<file path="src/rtl/ssd_scan_ctrl.sv">
// ---------------------------------------------------------------------------
// ssd_scan_ctrl
//
// Drives a 4-digit multiplexed seven-segment display from the processor's
// 13-bit debug value. The value is sampled once per scan frame. A sequential
// double-dabble engine converts it to BCD at one bit per clock. The four
// digits are then time-multiplexed onto the shared segment bus, and leading
// zeros are blanked.
//
// Parameters
//   REFRESH_DIV  clock cycles each digit stays lit (must be >= 4)
//
// Ports
//   clk      in   system clock, rising-edge active
//   rst      in   asynchronous, active-low reset
//   ssd_val  in   13-bit unsigned value to display (0..8191)
//   anode    out  active-low one-hot digit enables, bit 0 = ones digit
//   seg      out  active-low segments {g,f,e,d,c,b,a}
//   bcd      out  last completed conversion {thousands,hundreds,tens,ones}
//   busy     out  high while the converter is shifting
// ---------------------------------------------------------------------------
module ssd_scan_ctrl #(
  parameter int REFRESH_DIV = 100000
) (
  input  logic        clk,
  input  logic        rst,
  input  logic [12:0] ssd_val,
  output logic [3:0]  anode,
  output logic [6:0]  seg,
  output logic [15:0] bcd,
  output logic        busy
);

  localparam int CNT_W = (REFRESH_DIV > 2) ? $clog2(REFRESH_DIV) : 1;
  localparam logic [CNT_W-1:0] CNT_LAST = CNT_W'(REFRESH_DIV - 1);

  typedef enum logic {
    IDLE,
    SHIFT
  } state_t;

  // Converter state
  state_t      state_q, state_d;
  logic [12:0] sreg_q, sreg_d;
  logic [15:0] acc_q, acc_d;
  logic [3:0]  cnt_q, cnt_d;
  logic [15:0] bcd_q, bcd_d;
  logic        start_pending_q, start_pending_d;

  // Scan state
  logic [CNT_W-1:0] refresh_q, refresh_d;
  logic [1:0]       digit_q, digit_d;

  // Registered display outputs
  logic [3:0] anode_q, anode_d;
  logic [6:0] seg_q, seg_d;

  // Helper signals
  logic        frame_tick;
  logic        trigger;
  logic [15:0] acc_adj;
  logic [28:0] shifted;
  logic [3:0]  nibble;
  logic        blank;

  // Double-dabble correction: any BCD nibble of 5 or more gets 3 added, so
  // the following left shift carries it correctly into the next decade.
  function automatic logic [3:0] add3(input logic [3:0] n);
    if (n >= 4'd5) begin
      return n + 4'd3;
    end
    return n;
  endfunction

  // Active-low segment patterns {g,f,e,d,c,b,a}. Codes above 9 cannot come
  // out of the converter and show as dark.
  function automatic logic [6:0] seg_decode(input logic [3:0] n);
    case (n)
      4'd0:    return 7'b1000000;
      4'd1:    return 7'b1111001;
      4'd2:    return 7'b0100100;
      4'd3:    return 7'b0110000;
      4'd4:    return 7'b0011001;
      4'd5:    return 7'b0010010;
      4'd6:    return 7'b0000010;
      4'd7:    return 7'b1111000;
      4'd8:    return 7'b0000000;
      4'd9:    return 7'b0010000;
      default: return 7'b1111111;
    endcase
  endfunction

  assign frame_tick = (refresh_q == CNT_LAST);

  // A new sample is taken once after reset. After that, one sample is taken
  // at the end of the last digit slot of every frame. A frame is at least
  // 16 cycles and a conversion takes 14, so the converter is always idle by
  // the time the next trigger arrives.
  assign trigger = start_pending_q ||
                   (frame_tick && (digit_q == 2'd3) && (state_q == IDLE));

  assign acc_adj = {add3(acc_q[15:12]), add3(acc_q[11:8]),
                    add3(acc_q[7:4]),   add3(acc_q[3:0])};

  // One double-dabble step: the corrected accumulator and the remaining
  // binary bits shift left together. The top accumulator bit falls off; it
  // is always zero for inputs up to 8191.
  assign shifted = {acc_adj, sreg_q} << 1;

  // Converter next-state logic. The visible bcd register is loaded only on
  // the final shift, so the display never shows a partial conversion.
  always_comb begin
    state_d         = state_q;
    sreg_d          = sreg_q;
    acc_d           = acc_q;
    cnt_d           = cnt_q;
    bcd_d           = bcd_q;
    start_pending_d = start_pending_q;

    case (state_q)
      IDLE: begin
        if (trigger) begin
          sreg_d          = ssd_val;
          acc_d           = 16'h0000;
          cnt_d           = 4'd13;
          start_pending_d = 1'b0;
          state_d         = SHIFT;
        end
      end
      SHIFT: begin
        acc_d  = shifted[28:13];
        sreg_d = shifted[12:0];
        cnt_d  = cnt_q - 4'd1;
        if (cnt_q == 4'd1) begin
          bcd_d   = shifted[28:13];
          state_d = IDLE;
        end
      end
      default: begin
        state_d = IDLE;
      end
    endcase
  end

  // Refresh counter and digit index. The digit advances on the counter's
  // terminal count and wraps from the thousands slot back to the ones slot.
  always_comb begin
    refresh_d = refresh_q + 1'b1;
    digit_d   = digit_q;
    if (frame_tick) begin
      refresh_d = '0;
      digit_d   = digit_q + 2'd1;
    end
  end

  // Digit select, leading-zero blanking and segment decode. The result is
  // registered, so the outputs trail digit_q and bcd_q by one cycle. A slot
  // is blanked only when it and every more significant nibble are zero, so
  // inner zeros such as the ones in 1005 stay lit. The ones digit is never
  // blanked.
  always_comb begin
    nibble  = 4'h0;
    blank   = 1'b0;
    anode_d = 4'b1111;
    seg_d   = 7'b1111111;

    case (digit_q)
      2'd0: begin
        nibble = bcd_q[3:0];
        blank  = 1'b0;
      end
      2'd1: begin
        nibble = bcd_q[7:4];
        blank  = (bcd_q[15:4] == 12'h000);
      end
      2'd2: begin
        nibble = bcd_q[11:8];
        blank  = (bcd_q[15:8] == 8'h00);
      end
      default: begin
        nibble = bcd_q[15:12];
        blank  = (bcd_q[15:12] == 4'h0);
      end
    endcase

    if (!blank) begin
      anode_d = ~(4'b0001 << digit_q);
      seg_d   = seg_decode(nibble);
    end
  end

  // All state registers. Reset blanks the display, clears the result and
  // arms start_pending, so a fresh sample is taken right after release.
  always_ff @(posedge clk or negedge rst) begin
    if (!rst) begin
      state_q         <= IDLE;
      sreg_q          <= 13'h0000;
      acc_q           <= 16'h0000;
      cnt_q           <= 4'd0;
      bcd_q           <= 16'h0000;
      start_pending_q <= 1'b1;
      refresh_q       <= '0;
      digit_q         <= 2'd0;
      anode_q         <= 4'b1111;
      seg_q           <= 7'b1111111;
    end else begin
      state_q         <= state_d;
      sreg_q          <= sreg_d;
      acc_q           <= acc_d;
      cnt_q           <= cnt_d;
      bcd_q           <= bcd_d;
      start_pending_q <= start_pending_d;
      refresh_q       <= refresh_d;
      digit_q         <= digit_d;
      anode_q         <= anode_d;
      seg_q           <= seg_d;
    end
  end

  assign anode = anode_q;
  assign seg   = seg_q;
  assign bcd   = bcd_q;
  assign busy  = (state_q == SHIFT);

endmodule
</file>
<file path="config.mk">
export PLATFORM = sky130hd
export DESIGN_NAME = ssd_scan_ctrl
export DESIGN_NICKNAME = d
export VERILOG_FILES = /design/src/rtl/ssd_scan_ctrl.sv
export SDC_FILE = /design/constraint.sdc
export NUM_CORES = 1
export LEC_CHECK = 0
export CAP_MARGIN = 20
export CORE_MARGIN = 2
export CORE_UTILIZATION = 61
export CTS_BUF_LIST = sky130_fd_sc_hd__clkbuf_16
export DETAILED_ROUTE_END_ITERATION = 8
export PLACE_DENSITY = 0.83
export REMOVE_ABC_BUFFERS = 1
export SYNTH_ARGS = -nofsm -noshare
export SYNTH_HDL_FRONTEND = slang
export SYNTH_SLANG_ARGS = --single-unit
</file>
<file path="constraint.sdc">
create_clock -name clk -period 3.2 [get_ports clk]
set_input_delay 0.32 -clock clk [delete_from_list [all_inputs] [get_ports clk]]
set_output_delay 0.32 -clock clk [all_outputs]
set_load 0.005 [all_outputs]
</file>
==> flow_metrics.py, run 1 <==
metrics = {
    "outcome": {
        "status": "complete, but fails checks",
        "violations": "hold timing",
    },
    "sta": {
        "maxSlewViolCount": 0,
        "whs_ps": -27.9,
        "slew_headroom_pct": 38.0,
        "rsz0062_at_grt": "no",
        "fmax_ghz": 0.423,
        "tns_ps": 0,
        "fin_crit_sh_pct": 73.8,
        "worstMarginPinSlew_ps": 929,
        "final.setup_skew_ps": 4.43,
        "setup_viol": 0,
        "hold_viol_final": 41,
        "period_needed_ps": 2360,
    },
    "place": {
        "place_area_um2": 4730,
        "placedCellCount": 559,
        "place_hpwl_mm": 5.89,
        "port_buffers": 42,
        "gp_congestion": 0.800,
    },
    "route": {
        "detail-route-antenna-nets": 0,
        "detail_route.first_pass.iterations": 4,
        "vias": 3377,
        "viasPerCell": 5.86,
        "routedWlPerCell_um": 15.6,
        "drtIter0Drc": 186,
        "wl_mm": 8.96,
        "drcViolationCount": 0,
    },
    "worst_setup_path": {
        "path_class": "flop to flop",
        "crit_top_cell": "and4_1",
        "crit_path_max_incr_delay_ps": 790,
        "crit_arrival_ps": 2520,
        "ff2ff_setup_slack_ps": 840,
        "crit_path_start_kind": "flop",
        "crit_fanout": 12,
        "slowest_stage": "a21oi_1",
        "path_cells": "ha_1, and4_1, and4_1, a21oi_1, a22oi_1",
        "required_ps": 3360,
        "cp-end-kind": "flop",
    },
    "power": {
        "switchingPower_uw": 423,
        "p_int_mw": 1.80,
        "power.density_nw_per_um2": 437,
        "sequentialPowerShare_pct": 46.1,
        "totalPowerFinal_mw": 2.22,
        "ir_drop_uv": 321,
        "clockPowerShare_pct": 52.0,
        "sw_frac_of_total_pct": 19.0,
        "power.leakage_nw": 2.21,
        "combPwrFrac_pct": 1.9,
    },
    "floorplanning": {
        "io_pins": 43,
        "die_w_um": 87.6,
        "die_h_um": 87.6,
        "core-area_um2": 6790,
        "rows": 30,
        "start_util_pct": 62.7,
        "fp.dieArea_um2": 7670,
    },
    "global_routing": {
        "grt_usage_pct": 24.9,
        "antenna_found_initial": 0,
        "grt_max_degree": 82,
        "grt_pass1_vias": 3146,
        "grt_remaining_overflow": 0,
        "grt_pass1_wl_mm": 15.0,
    },
    "clocking": {
        "cts_resized": 0,
        "cts_tree": "yes",
        "cts_max_level": 3,
        "cts_setup_buffers": 0,
        "ctsHoldBuffers": 0,
        "cts_buffers": 9,
        "clock_latency_ps": 330,
        "numClockSinks": 81,
        "clkTransAtPathRegs_ps": 60,
        "clock-root-buffer": "clkbuf_16",
        "cts_buffer_depth": 2,
    },
    "min_path": {
        "hp-class": "input pin to async pin",
    },
    "yosys": {
        "async_flop_share_pct": 100,
        "synth_top_family_by_area": "compound AO/OA/AOI/OAI gates",
        "synthMuxAreaShare_pct": 5.08,
        "synth.avg_cell_area_um2": 9.68,
        "syn_inst": 440,
        "synthSimpleGateAreaFrac_pct": 15.9,
        "ys_types": 48,
        "seq_area_frac_synth_pct": 47.9,
        "synth_edf_count": 0,
        "synth_xor_area_share_pct": 4.32,
        "synth_fa_ha_area_share_pct": 5.58,
        "syn_area_um2": 4260,
        "synth_seq_cells": 81,
        "synth_compound_area_share_pct": 16.1,
        "ys_warn_count": 0,
        "synth_ff_type": "dfrtp_1",
    },
    "layout": {
        "drive_gt1_share_pct": 9.58,
        "layout_common_cells": "dfrtp_1, nand2_1, clkdlybuf4s50_1",
        "instances_no_fill": 576,
        "antennaDiodeCount": 0,
        "area_growth_syn_to_layout_pct": 19.4,
        "nets": 509,
        "final_common_cell": "dfrtp_1",
        "final_area_um2": 5090,
    },
    "flow_run": {
        "max-cap-violations": 0,
    },
}
-- synth_stat cells, drive strengths merged (6+ instances only) --
| master | n | area (µm²) |
|---|---|---|
| ha | 19 | 238 |
| inv | 32 | 120 |
| nor2 | 28 | 105 |
| dfstp | 12 | 315 |
| o31a | 12 | 105 |
| mux2 | 10 | 113 |
| a22o | 8 | 70.1 |
| clkbuf | 17 | 65.1 |
| a21oi | 18 | 90.1 |
| nand2 | 65 | 244 |
| nand4 | 6 | 37.5 |
| a211oi | 14 | 105 |
| dfrtp | 69 | 1730 |
| and3 | 6 | 37.5 |
| a31oi | 6 | 37.5 |
| xor2 | 9 | 78.8 |
| mux2i | 10 | 104 |
| xnor2 | 12 | 105 |
| buf | 6 | 31.3 |
| o21ai | 26 | 130 |
-- power groups by stage --
| stage | logic [mW] | registers [mW] | clock network, mW |
|---|---|---|---|
| 2_1_floorplan | 0.000459 | 1.04 | 0 |
| 3_3_place_gp | 0.0390 | 1.04 | 0 |
| 3_5_place_dp | 0.0394 | 1.04 | 0 |
| 4_1_cts | 0.0397 | 1.02 | 1.17 |
| 5_1_grt | 0.0472 | 1.02 | 1.21 |
| 6_report | 0.0415 | 1.03 | 1.16 |
-- sequential cells by signal, summed over array words and instances, names as in the netlist --
signal / flops
refresh_q: 17
acc_q: 16
bcd: 16
sreg_q: 13
seg: 7
anode: 4
cnt_q: 4
digit_q: 2
busy: 1
start_pending_q: 1
-- worst max-delay path, delay by kind of cell, from the launching register on --
kind,cells,cell delay [ps]
fa+ha+maj,1,240
flops,1,400
compound gates,2,1010
simple gates,2,530
-- worst paths after layout --
check,endpoint,from,cells past startpoint
worst max-delay path,cnt_q[2],refresh_q[0],5
worst min-delay path,bcd[12],rst,1
worst max register to register,cnt_q[2],refresh_q[0],5
worst min register to register,refresh_q[0],refresh_q[0],1
max in group asynchronous,anode[0],rst,2
min in group clk,refresh_q[0],refresh_q[0],1
-- logic make-up after synthesis --
| family | Yosys count |
|---|---|
| xor gates and xnor gates | 21 |
| buffers and inverters | 56 |
| AOI/OAI and AO/OA | 102 |
| and+or+nand+nor | 141 |
| adders and majority gates | 19 |
| muxes | 20 |
| DFF | 81 |
-- layer usage --
layer  part of all wire (%)  up-vias  global-route usage, %  wire [µm]
met1                     44     1638                   34.3       3960
met4                    2.6        0                   11.5        231
li1                       -     1608                      -          -
met3                    4.9       21                   4.05        435
met5                      0        -                      0          0
met2                     48      110                   39.0       4330
-- per-stage QoR --
| step | utilization, % | hold slack [ps] | worst slack (ps) |
|---|---|---|---|
| 2_1_floorplan | - | 24.4 | 568 |
| 3_3_place_gp | 69.7 | 458 | 949 |
| 3_5_place_dp | 69.7 | 477 | 843 |
| 4_1_cts | 74.6 | 190 | 801 |
| 5_1_grt | 74.9 | 13.6 | 613 |
| 6_report | 74.9 | -27.9 | 838 |
-- area by class of cell --
| type | count | area, µm² |
|---|---|---|
| clock inverter | 7 | 111 |
| sequential | 81 | 2040 |
| tap | 96 | 120 |
| multi-input combinational | 303 | 2000 |
| inverter | 33 | 124 |
| clock buffer | 9 | 225 |
| fill | 467 | 1710 |
| timing repair buffer | 47 | 468 |
(Power assumes the default switching activity.)
==> run 2, diff against run 1 <==
--- a/config.mk
+++ b/config.mk
@@ -7,10 +7,10 @@
 export LEC_CHECK = 0
 export CAP_MARGIN = 20
 export CORE_MARGIN = 2
-export CORE_UTILIZATION = 61
+export CORE_UTILIZATION = 57
 export CTS_BUF_LIST = sky130_fd_sc_hd__clkbuf_16
 export DETAILED_ROUTE_END_ITERATION = 8
-export PLACE_DENSITY = 0.83
+export PLACE_DENSITY = 0.78
 export REMOVE_ABC_BUFFERS = 1
 export SYNTH_ARGS = -nofsm -noshare
 export SYNTH_HDL_FRONTEND = slang
==> constraint.sdc (replaced) <==
create_clock -name clk -period 2.45 [get_ports clk]
set_input_delay 0.245 -clock clk [delete_from_list [all_inputs] [get_ports clk]]
set_output_delay 0.245 -clock clk [all_outputs]
set_load 0.005 [all_outputs]
==> flow_metrics.py, run 2 (synthesized netlist as in run 1, its figures left out) <==
metrics = {
    "outcome": {
        "status": "completed",
    },
    "layout": {
        "top_register": "refresh_q",
        "multiInputGateArea_um2": 2000,
        "antennaDiodeCount": 0,
        "nets": 512,
        "largest_register_ffs": 17,
        "layout_common_cells": "dfrtp_1, nand2_1, clkdlybuf4s50_1",
        "area_growth_syn_to_layout_pct": 18.6,
        "drive_gt1_share_pct": 10.1,
        "regArea_um2": 2040,
        "nFillCells": 542,
        "final_common_cell": "dfrtp_1",
    },
    "worst_setup_path": {
        "crit_path_max_incr_delay_ps": 800,
        "required_ps": 2610,
        "worst_r2r_path_depth": 5,
        "worstReg2RegStart": "refresh_q[0]",
        "critPathBufInv": 0,
        "path_cells": "ha_1, and4_1, and4_1, a21oi_1, a22oi_1",
        "path_class": "flop to flop",
        "crit_top_cell": "and4_1",
        "ff2ff_setup_slack_ps": 200,
        "crit_fanout": 12,
        "crit_family": "compound AO/OA/AOI/OAI gates",
        "crit_path_start_kind": "flop",
        "cp-end-kind": "flop",
        "slowest_stage": "a21oi_1",
        "crit_arrival_ps": 2400,
        "reg2reg_to": "cnt_q[2]",
    },
    "floorplanning": {
        "die_w_um": 90.5,
        "core-area_um2": 7250,
        "die_h_um": 90.5,
        "io_pins": 43,
        "start_util_pct": 58.7,
        "rows": 31,
        "fp.dieArea_um2": 8180,
    },
    "sta": {
        "period_needed_ps": 2250,
        "setup_viol": 0,
        "tns_ps": 0,
        "rsz0062_at_grt": "no",
        "worstMarginPinSlew_ps": 1010,
        "maxSlewViolCount": 0,
        "final.setup_skew_ps": 7.23,
        "slew_headroom_pct": 33.0,
        "hold_viol_final": 0,
        "fmax_ghz": 0.445,
        "worst_slack_ps": 203,
        "whs_ps": 25.2,
        "fin_crit_sh_pct": 91.7,
    },
    "route": {
        "drcViolationCount": 0,
        "vias": 3259,
        "detail-route-antenna-nets": 0,
        "wl_mm": 8.47,
        "viasPerCell": 5.60,
        "routedWlPerCell_um": 14.6,
        "drtIter0Drc": 177,
        "detail_route.first_pass.iterations": 5,
    },
    "power": {
        "power.leakage_nw": 2.19,
        "power.density_nw_per_um2": 533,
        "ir_drop_uv": 373,
        "totalPowerFinal_mw": 2.69,
    },
    "clocking": {
        "cts_buffers": 9,
        "cts_setup_buffers": 0,
        "clkTransAtPathRegs_ps": 60,
        "cts_resized": 0,
        "cts_tree": "yes",
        "numClockSinks": 81,
        "ctsHoldBuffers": 0,
        "clock-root-buffer": "clkbuf_16",
        "clock_latency_ps": 330,
        "cts_buffer_depth": 2,
        "cts_max_level": 3,
    },
    "global_routing": {
        "grt_remaining_overflow": 0,
        "grt_max_degree": 72,
        "grt_pass1_wl_mm": 14.7,
        "grt_pass1_vias": 3039,
        "antenna_found_initial": 0,
        "grt_usage_pct": 22.2,
    },
    "place": {
        "place_hpwl_mm": 5.73,
        "port_buffers": 42,
        "gp_congestion": 0.822,
        "place_worst_setup_slack_ps": 163,
    },
    "min_path": {
        "hp-class": "input pin to async pin",
    },
    "flow_run": {
        "max-cap-violations": 0,
    },
}
==> run 2: cell count changes in the layout (fill, tap and decap cells not counted), sizes merged <==
cell | before | now
buf | 6 | 9
bufinv | 3 | 1
clkinvlp | 0 | 2
inv | 34 | 33
clkinv | 3 | 4
==> run 2: through the flow <==
step | util [%] | area, µm² | instances
floorplan | - | 4160 | 417
global placement | 65.7 | 4770 | 566
detailed placement | 65.7 | 4770 | 566
CTS | 69.7 | 5050 | 582
global route | 69.7 | 5050 | 582
finish | 69.7 | 5050 | 582
==> run 2: how the worst max path moves through the flow <==
stage          slack, ps  depth (start not counted)          from        to
2_1_floorplan       -180                          3          busy    bcd[0]
3_3_place_gp         300                          5  refresh_q[0]  cnt_q[2]
3_5_place_dp         160                          5  refresh_q[0]  cnt_q[2]
4_1_cts              190                          5  refresh_q[0]  cnt_q[2]
5_1_grt               10                          5  refresh_q[0]  cnt_q[2]
6_report             200                          5  refresh_q[0]  cnt_q[2]
==> run 2: where the power goes <==
group          internal [mW]  switching [mW]
registers               1.34               0
logic                 0.0205          0.0299
clock network          0.778           0.524
total                   2.14           0.554
==> run 2: metal layers <==
metal  part of all wire [%]  track usage (%)  vias to the layer above
met3                    4.3             3.51                       15
li1                       -                -                     1617
met5                      0                0                        -
met1                     46             31.3                     1533
met2                     47             35.1                       94
met4                    2.1             8.33                        0
==> run 2: layout make-up <==
class / count / area share [%]
Sequential cell: 81 / 40.4
Multi-Input combinational cell: 303 / 39.5
Timing Repair Buffer: 50 / 9.46
Clock buffer: 9 / 4.46
Inverter: 33 / 2.45
Tap cell: 99 / 2.45
Clock inverter: 7 / 1.24
==> run 3, diff against run 2 <==
--- a/config.mk
+++ b/config.mk
@@ -5,7 +5,7 @@
 export SDC_FILE = /design/constraint.sdc
 export NUM_CORES = 1
 export LEC_CHECK = 0
-export CAP_MARGIN = 20
+export CAP_MARGIN = 0
 export CORE_MARGIN = 2
 export CORE_UTILIZATION = 57
 export CTS_BUF_LIST = sky130_fd_sc_hd__clkbuf_16
==> results of run 3 <==
No change in the layout: final DEF, timing and power equal those of run 2.
